<file path="src/rtl/hazard_pkg.sv">
`default_nettype none
//============================================================================
// Package  : hazard_pkg
// Brief    : Shared encodings and types for the pipeline hazard controller.
// Revision : 1.0 - initial release
//============================================================================
package hazard_pkg;

    localparam int unsigned c_nreg_w = 3;

    localparam logic [1:0] c_st_run    = 2'b00;
    localparam logic [1:0] c_st_drain  = 2'b01;
    localparam logic [1:0] c_st_halted = 2'b10;

    typedef struct packed {
        logic                v;
        logic [c_nreg_w-1:0] sel;
    } sb_entry_t;

endpackage
`default_nettype wire

</file>
<file path="src/rtl/sb_stage.sv">
`default_nettype none
//============================================================================
// Module   : sb_stage
// Brief    : One destination-register scoreboard entry with Rs/Rt comparators.
// Revision : 1.0 - initial release
//============================================================================
module sb_stage
    import hazard_pkg::*;
#(
    parameter int NREG_W   = c_nreg_w,
    parameter bit CHECK_EN = 1'b1
) (
    input  logic              clk,
    input  logic              rst,
    input  logic              d_v,
    input  logic [NREG_W-1:0] d_sel,
    input  logic [NREG_W-1:0] rs_sel,
    input  logic [NREG_W-1:0] rt_sel,
    output logic              q_v,
    output logic [NREG_W-1:0] q_sel,
    output logic              rs_match,
    output logic              rt_match
);

    logic              r_v;
    logic [NREG_W-1:0] r_sel;

    always_ff @(posedge clk or posedge rst) begin
        if (rst) begin
            r_v   <= 1'b0;
            r_sel <= '0;
        end else begin
            r_v   <= d_v;
            r_sel <= d_sel;
        end
    end

    assign q_v   = r_v;
    assign q_sel = r_sel;

    // A stage excluded from checking never reports a match.
    assign rs_match = CHECK_EN && r_v && (r_sel == rs_sel);
    assign rt_match = CHECK_EN && r_v && (r_sel == rt_sel);

endmodule
`default_nettype wire

</file>
<file path="src/rtl/hazard_ctrl.sv">
`default_nettype none
//============================================================================
// Module   : hazard_ctrl
// Brief    : 5-stage pipeline sequencer: RAW stall, redirect flush, halt drain.
//            Macro HAZARD_CTRL_PERF_EN adds saturating stall/flush/bubble counters.
// Revision : 1.0 - initial release
//============================================================================
module hazard_ctrl
    import hazard_pkg::*;
#(
    parameter int RF_BYPASS = 1,
    parameter int NREG_W    = c_nreg_w
) (
    input  logic              clk,
    input  logic              rst,
    input  logic              dec_valid,
    input  logic              dec_rs_used,
    input  logic              dec_rt_used,
    input  logic [NREG_W-1:0] dec_rs,
    input  logic [NREG_W-1:0] dec_rt,
    input  logic              dec_wr_en,
    input  logic [NREG_W-1:0] dec_wr_sel,
    input  logic              dec_redirect,
    input  logic              dec_halt,
    output logic              stall,
    output logic              bubble,
    output logic              flush,
    output logic              dump,
    output logic              halted
`ifdef HAZARD_CTRL_PERF_EN
    ,
    output logic [15:0]       stall_cnt,
    output logic [15:0]       flush_cnt,
    output logic [15:0]       bubble_cnt
`endif
);

    logic [1:0] r_state;
    logic [1:0] w_state_nxt;
    logic [1:0] r_dcnt;
    logic [1:0] w_dcnt_nxt;
    logic       r_rst_q;

    logic              w_d_v      [3];
    logic [NREG_W-1:0] w_d_sel    [3];
    logic              w_q_v      [3];
    logic [NREG_W-1:0] w_q_sel    [3];
    logic              w_rs_match [3];
    logic              w_rt_match [3];

    logic w_live;
    logic w_hazard;

    // Scoreboard chain EX -> MEM -> WB; WB is only checked without RF bypass.
    for (genvar gi = 0; gi < 3; gi++) begin : g_stage
        if (gi == 0) begin : g_head
            assign w_d_v[gi]   = ~bubble & dec_valid & dec_wr_en;
            assign w_d_sel[gi] = bubble ? '0 : dec_wr_sel;
        end else begin : g_link
            assign w_d_v[gi]   = w_q_v[gi-1];
            assign w_d_sel[gi] = w_q_sel[gi-1];
        end

        sb_stage #(
            .NREG_W   (NREG_W),
            .CHECK_EN ((gi < 2) || (RF_BYPASS == 0))
        ) u_sb (
            .clk      (clk),
            .rst      (rst),
            .d_v      (w_d_v[gi]),
            .d_sel    (w_d_sel[gi]),
            .rs_sel   (dec_rs),
            .rt_sel   (dec_rt),
            .q_v      (w_q_v[gi]),
            .q_sel    (w_q_sel[gi]),
            .rs_match (w_rs_match[gi]),
            .rt_match (w_rt_match[gi])
        );
    end

    // Decode is ignored in the first cycle out of reset so every output stays low.
    assign w_live   = dec_valid & ~r_rst_q;
    assign w_hazard = w_live &
                      ((dec_rs_used & (w_rs_match[0] | w_rs_match[1] | w_rs_match[2])) |
                       (dec_rt_used & (w_rt_match[0] | w_rt_match[1] | w_rt_match[2])));

    always_ff @(posedge clk or posedge rst) begin
        if (rst) begin
            r_state <= c_st_run;
            r_dcnt  <= 2'd0;
            r_rst_q <= 1'b1;
        end else begin
            r_state <= w_state_nxt;
            r_dcnt  <= w_dcnt_nxt;
            r_rst_q <= 1'b0;
        end
    end

    always_comb begin
        w_state_nxt = r_state;
        w_dcnt_nxt  = r_dcnt;
        stall       = 1'b0;
        bubble      = 1'b0;
        flush       = 1'b0;
        dump        = 1'b0;
        halted      = 1'b0;
        case (r_state)
            c_st_run: begin
                if (w_hazard) begin
                    stall  = 1'b1;
                    bubble = 1'b1;
                end else if (w_live && dec_halt) begin
                    // HALT itself proceeds to EX; everything younger is killed.
                    w_state_nxt = c_st_drain;
                    w_dcnt_nxt  = 2'd0;
                    stall       = 1'b1;
                    flush       = 1'b1;
                end else if (w_live && dec_redirect) begin
                    flush = 1'b1;
                end
            end
            c_st_drain: begin
                stall      = 1'b1;
                flush      = 1'b1;
                bubble     = 1'b1;
                w_dcnt_nxt = r_dcnt + 2'd1;
                dump       = (r_dcnt == 2'd1);
                if (r_dcnt == 2'd2) begin
                    w_state_nxt = c_st_halted;
                end
            end
            c_st_halted: begin
                stall  = 1'b1;
                flush  = 1'b1;
                bubble = 1'b1;
                halted = 1'b1;
            end
            default: begin
                w_state_nxt = c_st_run;
                w_dcnt_nxt  = 2'd0;
            end
        endcase
    end

`ifdef HAZARD_CTRL_PERF_EN
    logic [15:0] r_stall_cnt;
    logic [15:0] r_flush_cnt;
    logic [15:0] r_bubble_cnt;

    always_ff @(posedge clk or posedge rst) begin
        if (rst) begin
            r_stall_cnt  <= 16'd0;
            r_flush_cnt  <= 16'd0;
            r_bubble_cnt <= 16'd0;
        end else if (r_state == c_st_run) begin
            if (stall && (r_stall_cnt != 16'hFFFF)) begin
                r_stall_cnt <= r_stall_cnt + 16'd1;
            end
            if (flush && (r_flush_cnt != 16'hFFFF)) begin
                r_flush_cnt <= r_flush_cnt + 16'd1;
            end
            if (bubble && (r_bubble_cnt != 16'hFFFF)) begin
                r_bubble_cnt <= r_bubble_cnt + 16'd1;
            end
        end
    end

    assign stall_cnt  = r_stall_cnt;
    assign flush_cnt  = r_flush_cnt;
    assign bubble_cnt = r_bubble_cnt;
`endif

endmodule
`default_nettype wire

</file>
<file path="config.mk">
export PLATFORM = sky130hd
export DESIGN_NAME = hazard_ctrl
export DESIGN_NICKNAME = d
export VERILOG_FILES = /design/src/rtl/hazard_pkg.sv /design/src/rtl/sb_stage.sv /design/src/rtl/hazard_ctrl.sv
export SDC_FILE = /design/constraint.sdc
export NUM_CORES = 1
export LEC_CHECK = 0
export BUFFER_PORTS_ARGS = -buffer_cell sky130_fd_sc_hd__clkbuf_2
export CORE_UTILIZATION = 53
export CTS_BUF_LIST = sky130_fd_sc_hd__clkbuf_8
export CTS_CLUSTER_SIZE = 20
export DETAILED_ROUTE_END_ITERATION = 12
export HOLD_SLACK_MARGIN = 0.08
export PLACE_DENSITY = 0.8
export SYNTH_ARGS = -nofsm -noshare
export SYNTH_HDL_FRONTEND = slang
export SYNTH_SLANG_ARGS = --single-unit
</file>
<file path="constraint.sdc">
create_clock -name clk -period 2.2 [get_ports clk]
set_input_delay 0.44 -clock clk [delete_from_list [all_inputs] [get_ports clk]]
set_output_delay 0.44 -clock clk [all_outputs]
set_load 0.05 [all_outputs]
</file>
# After elaboration in Yosys (flattened, before gate mapping)
# Index checks and enable logic that the tools add are counted.
# op_classes
bitwise_logic,12
addsub,1
eq_ne,11
muxes,19
reduce_logical,10
# op_table
op,count
$eq 3x3->1,4
$pmux 2 s3,2
$mux 2,5
$mux 1,8
$and 1x1->1,6
$logic_and 1x1->1,6
$ne 2x2->1 const B,3
$pmux 1 s2,3
$eq 2x1->1 const B,2
$eq 2x2->1 const B,2
$reduce_and 4->1,1
$mux 3,1
$not 1->1,3
$or 1x1->1,3
$reduce_and 3->1,1
$add 2x1->2 const B,1
$logic_not 2->1,1
$reduce_or 2->1,1
# word_totals
output_inout_bits,5
wordCells,60
regBits,13

# Depth between registers and ports, before layout
# Gate-level depths: netlist of run 1.
# logic_depth
depth_word,11
depth_mapped,7
depth_no_buf,7

# Hierarchy
# Synthesis of run 1 repeated with hierarchy kept, for this count alone.
# unflattened
hier_cells,91
hier_area_um2,948.4
# by_module_without_submodules
module,cells_each,n_inst,area_each_um2
hazard_ctrl,57,1,478.0
sb_stage at g_stage[0].u_sb ...,13,2,173.9
sb_stage at g_stage[2].u_sb,8,1,122.6

# Worst setup path before layout of run 1
# Ideal clock, no wire load.
# synth_path
path_type,reg2out
from,register r_state[0]
to,output stall
path_buffers,0
path_slack_ns,-0.207
stages_incl_launch_ff,8
arrival_time_ns,1.967
path_cell_list,dfrtp_1 > inv_1 > ha_1 > and3b_1 > nand2_1 > a21oi_4 > nor2_1 > a21oi_1
# synth_via
elab_chain_len,3
# synth_lines
item,line_no,rtl
"start, declared",hazard_ctrl.sv:38,logic [1:0] r_state;
"start signal, assigned",hazard_ctrl.sv:89,r_state <= c_st_run;
"start signal, assigned",hazard_ctrl.sv:93,r_state <= w_state_nxt;
$eq 2x1->1 or $eq 2x2->1 (tied branches),hazard_ctrl.sv:107,case (r_state)
$reduce_or 2->1 (no source line),--,
$pmux 1 s2 (*),hazard_ctrl.sv:107,
"end, declared",hazard_ctrl.sv:25,"output logic stall,"
# Mark *: on every way between the ends. The rest lies on a longest branch, timed or not.

# Worst setup path in the final report of run 1
# layout_path
from,register r_state[1]
to,output stall
# Same word-level chain as after synthesis.

==> results of run 1 <==
==> repair_timing <==
item                                    4_1_cts  5_1_grt
pin swaps                                     2       10
endpoints found under the setup margin        3        3
gates cloned                                  0        0
resized for setup                            11       15
buffers inserted                              3        6
==> worst max-delay path: cells and delay by family (launching register included) <==
family	cells	cell delay (ns)
and+or+nand+nor	3	0.41
DFF	1	0.39
buffers and inverters	2	0.27
AOI/OAI and AO/OA	2	0.34
adders and majority gates	1	0.14
==> how the worst max path moves through the flow <==
stage                     startpoint  endpoint  slack (ns)  cells past startpoint
after global placement    r_state[1]     stall        0.05                      8
after global routing      r_state[0]     stall       -0.07                      8
final                     r_state[1]     stall       -0.03                      8
after CTS                 r_state[0]    bubble      -0.008                      8
after floorplan           r_state[0]     stall        0.08                      7
after detailed placement  r_state[0]     stall        0.02                      8
==> Yosys cell counts (all sizes together) <==
cell type,n,share of area (%)
a211oi,1,0.90
a21boi,1,0.90
a21oi,5,5.7
and2,4,3.0
and3,1,0.75
and3b,1,1.0
conb,1,0.45
dfrtp,12,36
dfstp,1,3.1
ha,7,10
inv,8,3.6
mux2,1,1.8
mux2i,2,2.4
nand2,5,2.2
nand2b,1,0.75
nand3b,1,0.90
nand4,4,3.7
nor2,1,0.45
nor3,1,1.2
nor3b,1,1.5
o21a,1,0.90
o21ai,3,1.8
o31a,1,1.2
o31ai,1,2.5
xnor2,12,13
==> sequential cells by signal (all words and copies together), names as in the netlist <==
signal,flops
g_stage.u_sb.q_v,2
r_dcnt,2
r_state,2
r_rst_q,1
g_stage.u_sb.q_sel,6
==> metrics by stage <==
step / cells / hold WS (ns) / setup WS, ns / total power (W)
2_1_floorplan: 77 / 0.3162 / 0.08449 / 0.0002604
3_3_place_gp: 114 / 0.4252 / 0.04720 / 0.0002793
3_5_place_dp: 114 / 0.4304 / 0.02498 / 0.0002809
4_1_cts: 121 / 0.2092 / -0.007751 / 0.0004849
5_1_grt: 127 / 0.2532 / -0.07179 / 0.0005058
6_report: 127 / 0.1914 / -0.02783 / 0.0004851
==> per-layer routing <==
layer | global-route usage [%] | routed length [um] | up-vias
met5 | 0 | 0 | -
met4 | 12.90 | 15 | 0
met2 | 33.13 | 956 | 40
met1 | 25.00 | 843 | 329
li1 | - | - | 328
met3 | 3.043 | 72 | 4
==> area by class of cell <==
cell class | count | area [um^2]
Clock buffer | 3 | 41.29
Inverter | 8 | 30.03
Timing Repair Buffer | 31 | 214.0
Sequential cell | 13 | 326.6
Clock inverter | 1 | 5.005
Multi-Input combinational cell | 56 | 529.3
Fill cell | 76 | 217.7
Tap cell | 15 | 18.77
==> cell families (layout without fill, tap and decap cells) <==
logic type | after synthesis | in the layout
buffers and inverters | 8 | 43
other | 1 | 1
muxes | 3 | 3
DFF | 13 | 13
and+or+nand+nor | 20 | 20
xor gates and xnor gates | 12 | 12
adders and majority gates | 7 | 7
AOI/OAI and AO/OA | 13 | 13
==> power breakdown <==
| part | leakage (nW) | switching (W) | total (W) | internal [W] |
|---|---|---|---|---|
| sequential | 0.163 | 0.000000432 | 0.000241 | 0.000241 |
| clock | 0.0255 | 0.0000798 | 0.000204 | 0.000125 |
| combinational | 0.364 | 0.0000196 | 0.0000391 | 0.0000195 |
| total | 0.552 | 0.0000999 | 0.000485 | 0.000385 |
==> reports/metrics.yaml, run 1 <==
status: "finished, violations left"
violations: "negative setup slack"
crit_required_ns: 1.76
die_area_um2: 1737
setup_slack_ns: -0.02783
cts_tree: "done"
yosys.area_share.simple_pct: 15.59
htreeDepth: 1
cts_made_buffers: 3
port_buffers: 21
avgSynthCellArea_um2: 10.84
hold_viol: 0
period_share_pct: 101.3
crit_slowest_cell: "dfrtp_1"
cp_cell_sequence: "inv_2 > ha_4 > and3b_2 > nand2_2 > a21oi_4 > nor2_1 > a21oi_2 > buf_8"
worst-setup-path-type: "register to primary output"
ys_seq_elements: 13
yosysSeqAreaShare_pct: 39.13
cts.clk_slew.worst_paths_ns: 0.05
synth_top_family_by_area: "simple AND/OR/NAND/NOR gates"
coreArea_um2: 1383
p_leak_nw: 0.5518
vdd_drop_max_uv: 385.4
drt_iter0_drc: 9
r2r_end: "r_state[0]"
grt_pass1_wl_um: 2663
r2r_cells: 9
worstPathArrival_ns: 1.79
period_minus_slack_ns: 2.228
syn_area_um2: 834.6
synth.distinct_cells: 27
syn_nets: 101
die_h_um: 41.68
gp_congestion: 0.7526
powerDensity_nw_per_um2: 416.5
drc_errors: 0
grt_max_degree: 14
synth_fa_ha_area_share_pct: 10.49
vias: 701
postSynthCellCount: 77
start_util_pct: 60.36
root_buffer: "clkbuf_8"
insertion_delay_ns: 0.24
regToRegStartpoint: "r_state[1]"
start_kind: "register"
dr.pass1.iters: 4
synth_xor_area_share_pct: 12.59
worst-path-max-fanout: 4
ant_nets: 0
n_antenna_cell: 0
grt_pass1_vias: 622
final_nets: 137
setup_viol: 1
min_path_type: "input pin to async pin"
max_freq_mhz: 448.9
fin_util_pct: 84.25
place_hpwl_um: 1199
grt_usage_pct: 20.33
place_area_um2: 969.7
endpoint_kind: "primary output"
final_cell_mix: "clkbuf_2 (18), dfrtp_1 (12), xnor2_1 (10)"
setup_tns_ns: -0.02783
synth_compound_area_share_pct: 13.94
drt_wl_total_um: 1888
yosysWarnings: 0
fin_skew_ns: 0.002762
max_cap_violations: 0
drive_gt1_share_pct: 50.00
rrSetupSlack_ns: 0.40
area_growth_pct: 39.58
overflow: 0
fin_area_um2: 1165
layout_commonest_cell: "clkbuf_2"
antenna_found_initial: 0
rsz0062_at_grt: "true"
clk_path_buf_depth: 2
cts.sink_count: 13
placementRows: 13
viasPerCell: 5.520
synthMuxAreaShare_pct: 4.198
die_x_um: 41.68
slowest_delay_ns: 0.39
holdBufCountCts: 0
post_drt_wl_per_cell_um: 14.87
io_pins: 22
slew_viol_final: 0
Note: power is estimated with default switching activity, not from simulation.
==> inputs of run 2 (changes only) <==
- CORE_UTILIZATION: 53 -> 55
- PLACE_DENSITY: 0.8 -> 0.81
- SLEW_MARGIN: default -> 40
- SYNTH_HIERARCHICAL: default -> 1
==> run 2 against run 1 <==
The run still ends with negative setup slack left. Sequential share of layout area fell by 0.090 points. Non-clock buffer count is 1 higher. Die area shrank 2.4%. Sequential power is 69% higher. Power grew to 3.4 times the previous value. Largest cell class unchanged. Largest power group is now combinational cells.
==> reports/metrics.yaml, run 2 <==
status: "finished, violations left"  # unchanged
violations: "negative setup slack"  # unchanged
post_drt_wl_per_cell_um: 16.18  # was 14.87 um
cp_cell_sequence: "xnor2_1 > and4_1 > o31a_1 > or4b_4 > a21oi_4 > buf_8"  # was inv_2 > ha_4 > and3b_2 > nand2_2 > a21oi_4 > nor2_1 > a21oi_2 > buf_8
drc_errors: 0  # unchanged
cts.sink_count: 13  # unchanged
start_kind: "register"  # unchanged
syn_area_um2: 844.6  # was 834.6 um^2
drt_wl_total_um: 2200  # was 1888 um
n_antenna_cell: 0  # unchanged
instances_no_fill: 136  # was 127
drive_gt1_share_pct: 35.54  # was 50.00%
coreArea_um2: 1366  # was 1383 um^2
p_leak_nw: 0.5644  # was 0.5518 nW
worst-setup-path-type: "register to primary output"  # unchanged
clk_path_buf_depth: 2  # unchanged
comb_power_share_pct: 63.4  # was 8.1%
period_minus_slack_ns: 2.616  # was 2.228 ns
vdd_drop_max_uv: 1140  # was 385.4 uV
layout_commonest_cell: "clkbuf_2"  # unchanged
hold_viol: 0  # unchanged
area_growth_pct: 38.37  # was 39.58%
insertion_delay_ns: 0.24  # about the same
overflow: 0  # unchanged
top_layer_used: "met4"  # unchanged
avgSynthCellArea_um2: 9.820  # was 10.84 um^2
worstPathArrival_ns: 2.18  # was 1.79 ns
drt_iter0_drc: 8  # was 9
setup_tns_ns: -0.7722  # was -0.02783 ns
antenna_found_initial: 0  # unchanged
p_switching_w: 0.0007467  # was 0.00009988 W
setup_viol: 3  # was 1
dr.pass1.iters: 4  # unchanged
io_pins: 22  # unchanged
ant_nets: 0  # unchanged
htreeDepth: 1  # unchanged
dp_cells: 128  # was 114
crit_slowest_cell: "or4b_4"  # was dfrtp_1
powerDensity_nw_per_um2: 1432  # was 416.5 nW/um^2
die_h_um: 41.19  # was 41.68 um
worst-path-max-fanout: 3  # was 4
met2_length_um: 1120  # was 956 um
root_buffer: "clkbuf_8"  # unchanged
yosysWarnings: 6  # was 0
largest_register_ffs: 6  # unchanged
max_freq_mhz: 382.3  # was 448.9 MHz
cts_made_buffers: 3  # unchanged
viasPerCell: 5.471  # was 5.520
final_nets: 145  # was 137
cts_tree: "done"  # unchanged
fin_skew_ns: 0.007426  # was 0.002762 ns
wl_met3_um: 82  # was 72 um
setup_slack_ns: -0.4158  # was -0.02783 ns
slowest_delay_ns: 0.53  # was 0.39 ns
critPathBufInv: 1  # was 2
rsz0062_at_grt: "true"  # unchanged
fill_cells: 72  # was 76
min_path_type: "input pin to register"  # was input pin to async pin
vias: 744  # was 701
critPathTopFamily: "simple AND/OR/NAND/NOR gates"  # unchanged
port_buffers: 21  # unchanged
die_area_um2: 1696  # was 1737 um^2
slew_viol_final: 0  # unchanged
placementRows: 13  # unchanged
p_int_w: 0.0009267  # was 0.0003852 W
die_x_um: 41.19  # was 41.68 um
grt_max_degree: 8  # was 14
start_util_pct: 61.81  # was 60.36%
place_hpwl_um: 1457  # was 1199 um
endpoint_kind: "primary output"  # unchanged
multi_input_area_um2: 516.7  # was 529.3 um^2
final_cell_mix: "clkbuf_2 (18), inv_1 (12), xnor2_1 (12), dfrtp_1 (12), buf_4 (10)"  # was clkbuf_2 (18), dfrtp_1 (12), xnor2_1 (10)
period_share_pct: 118.9  # was 101.3%
final-seq-area_um2: 326.6  # unchanged
grt_pass1_wl_um: 3187  # was 2663 um
grt_usage_pct: 31.20  # was 20.33%
max_cap_violations: 0  # unchanged
fin_util_pct: 85.53  # was 84.25%
grt_pass1_vias: 766  # was 622
crit_required_ns: 1.76  # about the same
met1_length_um: 919  # was 843 um
pwr-share-seq_pct: 24.3  # was 49.8%
switching_share_pct: 44.62  # was 20.59%
postSynthCellCount: 86  # was 77
gp_congestion: 0.8347  # was 0.7526
pwr-share-clk_pct: 12.3  # was 42.2%
cts.clk_slew.worst_paths_ns: 0.05  # about the same
whs_ns: 0.3939  # was 0.1914 ns
## run 2: per-layer routing
metal | track usage, % | vias to the layer above
li1 | - | 355
met1 | 32.06 | 352
met2 | 57.42 | 27
met3 | 4.348 | 10
met4 | 20.97 | 0
met5 | 0 | -
## run 2: worst min-delay path: stages
cell and delay, ns:
clkbuf_2 0.08, nand2_1 0.05, nor2_1 0.03
## run 2: final timing paths
path / start / endpoint / slack (ns) / cells after the start
worst max-delay path: g_stage[0].u_sb/q_sel[0] / flush / -0.42 / 6
worst min-delay path: dec_wr_sel[2] / g_stage[0].u_sb/q_sel[2] / 0.39 / 3
worst max register to register: g_stage[0].u_sb/q_sel[0] / r_dcnt[1] / 0.14 / 7
worst min register to register: g_stage[0].u_sb/q_v / g_stage[1].u_sb/q_v / 0.45 / 0
max in group asynchronous: rst / r_rst_q / 1.28 / 3
min in group asynchronous: rst / g_stage[1].u_sb/q_sel[1] / 0.65 / 3
## run 2: cell type report
cell class | count | share of cell area [%]
clock buffer | 3 | 3.533
timing repair buffer | 32 | 18.84
tap | 15 | 1.606
inverter | 11 | 3.533
sequential | 13 | 27.94
multi-input combinational | 61 | 44.22
clock inverter | 1 | 0.3212
## run 2: metrics by stage
stage / power, W / instance area, um^2 / setup WS [ns]
final: 0.001673 / 1169 / -0.4158
after global placement: 0.001231 / 1032 / -0.2855
after CTS: 0.001604 / 1176 / -0.3815
after floorplan: 0.001034 / 870.8 / -0.1758
after detailed placement: 0.001263 / 1032 / -0.3250
after global routing: 0.001774 / 1169 / -0.4696
## run 2: repair_timing
| action | CTS | global route |
|---|---|---|
| gates resized for setup | 12 | 3 |
| pin swaps | 8 | 3 |
| endpoints found under the setup margin | 3 | 5 |
| setup buffers | 4 | 0 |
| hold endpoints to repair | 8 | 0 |
| hold buffers | 1 | 0 |
## run 2: power by group through the flow
stage / sequential (W) / combinational (W) / clock, W
final: 0.000407 / 0.00106 / 0.000205
after global routing: 0.000412 / 0.00114 / 0.000220
after CTS: 0.000402 / 0.000995 / 0.000207
after detailed placement: 0.000407 / 0.000856 / 0
after global placement: 0.000397 / 0.000834 / 0
after floorplan: 0.000388 / 0.000646 / 0
==> inputs of run 3 (changes only) <==
- clock period: 2.2 -> 2.7 ns (I/O delays scaled with it)
==> run 3 against run 2 <==
The run now ends clean. Clock skew hardly changed. Combinational power is 36% lower. Clock power is 20% lower. Sequential share of layout area is 2.9 points higher. Critical path type is now input pin to primary output. Largest power group unchanged.
==> reports/metrics.yaml, run 3 (synthesis gave the netlist of run 2 again) <==
status: "finished, final reports clean"  # was finished, violations left
critPathBufInv: 2  # was 1
grt_usage_pct: 20.48  # was 31.20%
max_freq_mhz: 380.7
io_pins: 22  # unchanged
powerDensity_nw_per_um2: 1105  # was 1432 nW/um^2
crit_slowest_cell: "or4b_4"  # unchanged
slew_viol_final: 0  # unchanged
p_switching_w: 0.0005253  # was 0.0007467 W
maxSlewHeadroom_pct: 67.29
worst-setup-path-type: "input pin to primary output"  # was register to primary output
final_cell_mix: "clkbuf_2 (19), inv_1 (12), xnor2_1 (12), dfrtp_1 (12), ha_1 (6)"  # was clkbuf_2 (18), inv_1 (12), xnor2_1 (12), dfrtp_1 (12), buf_4 (10)
fin_area_um2: 1060  # was 1169 um^2
period_share_pct: 97.29
p_int_w: 0.0006453  # was 0.0009267 W
coreArea_um2: 1366  # unchanged
drive_gt1_share_pct: 28.95  # was 35.54%
rsz0062_at_grt: "true"  # unchanged
worstMarginPinSlew_ns: 0.4854
root_buffer: "clkbuf_8"  # unchanged
antenna_found_initial: 0  # unchanged
port_buffers: 21  # unchanged
worst-path-max-fanout: 2  # was 3
clk_path_buf_depth: 2  # unchanged
endpoint_kind: "primary output"  # unchanged
grt_max_degree: 8  # unchanged
ant_nets: 0  # unchanged
cts.clk_slew.worst_paths_ns: 0.06  # was 0.05 ns
fin_skew_ns: 0.007180  # was 0.007426 ns
vdd_drop_max_uv: 692.3  # was 1140 uV
drc_errors: 0  # unchanged
drt_wl_total_um: 1616  # was 2200 um
grt_pass1_vias: 552  # was 766
setup_viol: 0  # was 3
viasPerCell: 5.233  # was 5.471
cts_tree: "done"  # unchanged
pwr-share-seq_pct: 28.1  # was 24.3%
holdBufCountCts: 0  # was 1
hold_viol: 0  # unchanged
n_antenna_cell: 0  # unchanged
die_area_um2: 1696  # unchanged
htreeDepth: 1  # unchanged
setup_slack_ns: 0.07308  # was -0.4158 ns
comb_power_share_pct: 58.0  # was 63.4%
place_hpwl_um: 1351  # was 1457 um
start_kind: "input pin"  # was register
cp_cell_sequence: "clkbuf_2 > xnor2_1 > and4_1 > o31a_1 > or4b_4 > a21oi_4 > buf_8"  # was xnor2_1 > and4_1 > o31a_1 > or4b_4 > a21oi_4 > buf_8
cts.sink_count: 13  # unchanged
start_util_pct: 61.81  # unchanged
crit_required_ns: 2.16  # was 1.76 ns
post_drt_wl_per_cell_um: 12.53  # was 16.18 um
grt_pass1_wl_um: 2208  # was 3187 um
pwr-share-clk_pct: 14.0  # was 12.3%
critPathTopFamily: "simple AND/OR/NAND/NOR gates"  # unchanged
die_x_um: 41.19  # unchanged
switching_share_pct: 44.87  # was 44.62%
slowest_delay_ns: 0.53  # about the same
p_leak_nw: 0.5236  # was 0.5644 nW
insertion_delay_ns: 0.24  # about the same
layout_commonest_cell: "clkbuf_2"  # unchanged
fill_cells: 107  # was 72
final_nets: 138  # was 145
worstPathArrival_ns: 2.09  # was 2.18 ns
min_path_type: "input pin to async pin"  # was input pin to register
max_cap_violations: 0  # unchanged
period_minus_slack_ns: 2.627
cts_made_buffers: 3  # unchanged
die_h_um: 41.19  # unchanged
largest_register_ffs: 6  # unchanged
vias: 675  # was 744
gp_congestion: 0.7855  # was 0.8347
dr.pass1.iters: 4  # unchanged
area_growth_pct: 25.48  # was 38.37%
overflow: 0  # unchanged
place_area_um2: 983.4  # was 1032 um^2
drt_iter0_drc: 7  # was 8
place_ws_ns: -0.1306  # was -0.3250 ns
placementRows: 13  # unchanged
[run 3: cell types whose count changed in the layout (fill, tap and decap cells not counted), sizes merged]
cell	delta
clkbuf	+1
buf	-7
dlygate4sd3	-1
[run 3: worst paths after layout]
check	start	endpoint	slack (ns)	cells past startpoint
max in group asynchronous	rst	r_rst_q	2.25	2
min in group clk	g_stage[0].u_sb/q_v	g_stage[1].u_sb/q_v	0.41	0
min reg2reg	g_stage[0].u_sb/q_v	g_stage[1].u_sb/q_v	0.41	0
min	rst	g_stage[0].u_sb/q_sel[2]	0.18	2
max	dec_rt[1]	flush	0.07	7
max reg2reg	g_stage[1].u_sb/q_sel[2]	r_dcnt[1]	0.56	7
[run 3: worst register-to-register path: stages, from the launching register on]
cell and delay [ns]:
dfrtp_1 0.40, xnor2_1 0.13, and4_1 0.19, o31a_1 0.32, buf_4 0.14, buf_4 0.14
o41ai_2 0.51, mux2i_1 0.24
[run 3: routing by layer]
layer / vias to the layer above / GRT usage, % / wire, um
met4: 0 / 7.258 / 15
li1: 345 / - / -
met5: - / 0 / 0
met3: 4 / 3.261 / 44
met2: 18 / 34.77 / 772
met1: 308 / 26.12 / 784
[run 3: power by group through the flow]
stage / clock network (W) / logic [W] / registers, W
6_report: 0.000163 / 0.000678 / 0.000329
5_1_grt: 0.000178 / 0.000735 / 0.000339
4_1_cts: 0.000167 / 0.000661 / 0.000330
3_5_place_dp: 0 / 0.000627 / 0.000334
3_3_place_gp: 0 / 0.000610 / 0.000329
2_1_floorplan: 0 / 0.000508 / 0.000316
[run 3: what timing repair did]
item	4_1_cts	5_1_grt
setup buffers	2	0
gates resized for setup	3	4
pin swaps	3	3
endpoints found under the setup margin	1	2
[run 3: through the flow]
stage,power (W),utilization [%],cells,setup TNS (ns),hold slack (ns)
2_1_floorplan,0.0008242,-,87,0,0.3061
4_1_cts,0.001158,77.29,129,0,0.1813
5_1_grt,0.001252,77.56,129,-0.005758,0.1905
6_report,0.001171,77.56,129,0,0.1792
3_3_place_gp,0.0009395,71.98,123,-0.1010,0.3830
3_5_place_dp,0.0009617,71.98,123,-0.1306,0.3984
[run 3: cell type report]
type	instances	area [um^2]	area share [%]
multi-input cells	61	480.5	45.34
flip-flops and latches	13	326.6	30.81
inverters	11	41.29	3.896
repair buffers	25	147.6	13.93
clock buffers	3	41.29	3.896
clock inverters	1	3.754	0.3542
well taps	15	18.77	1.771
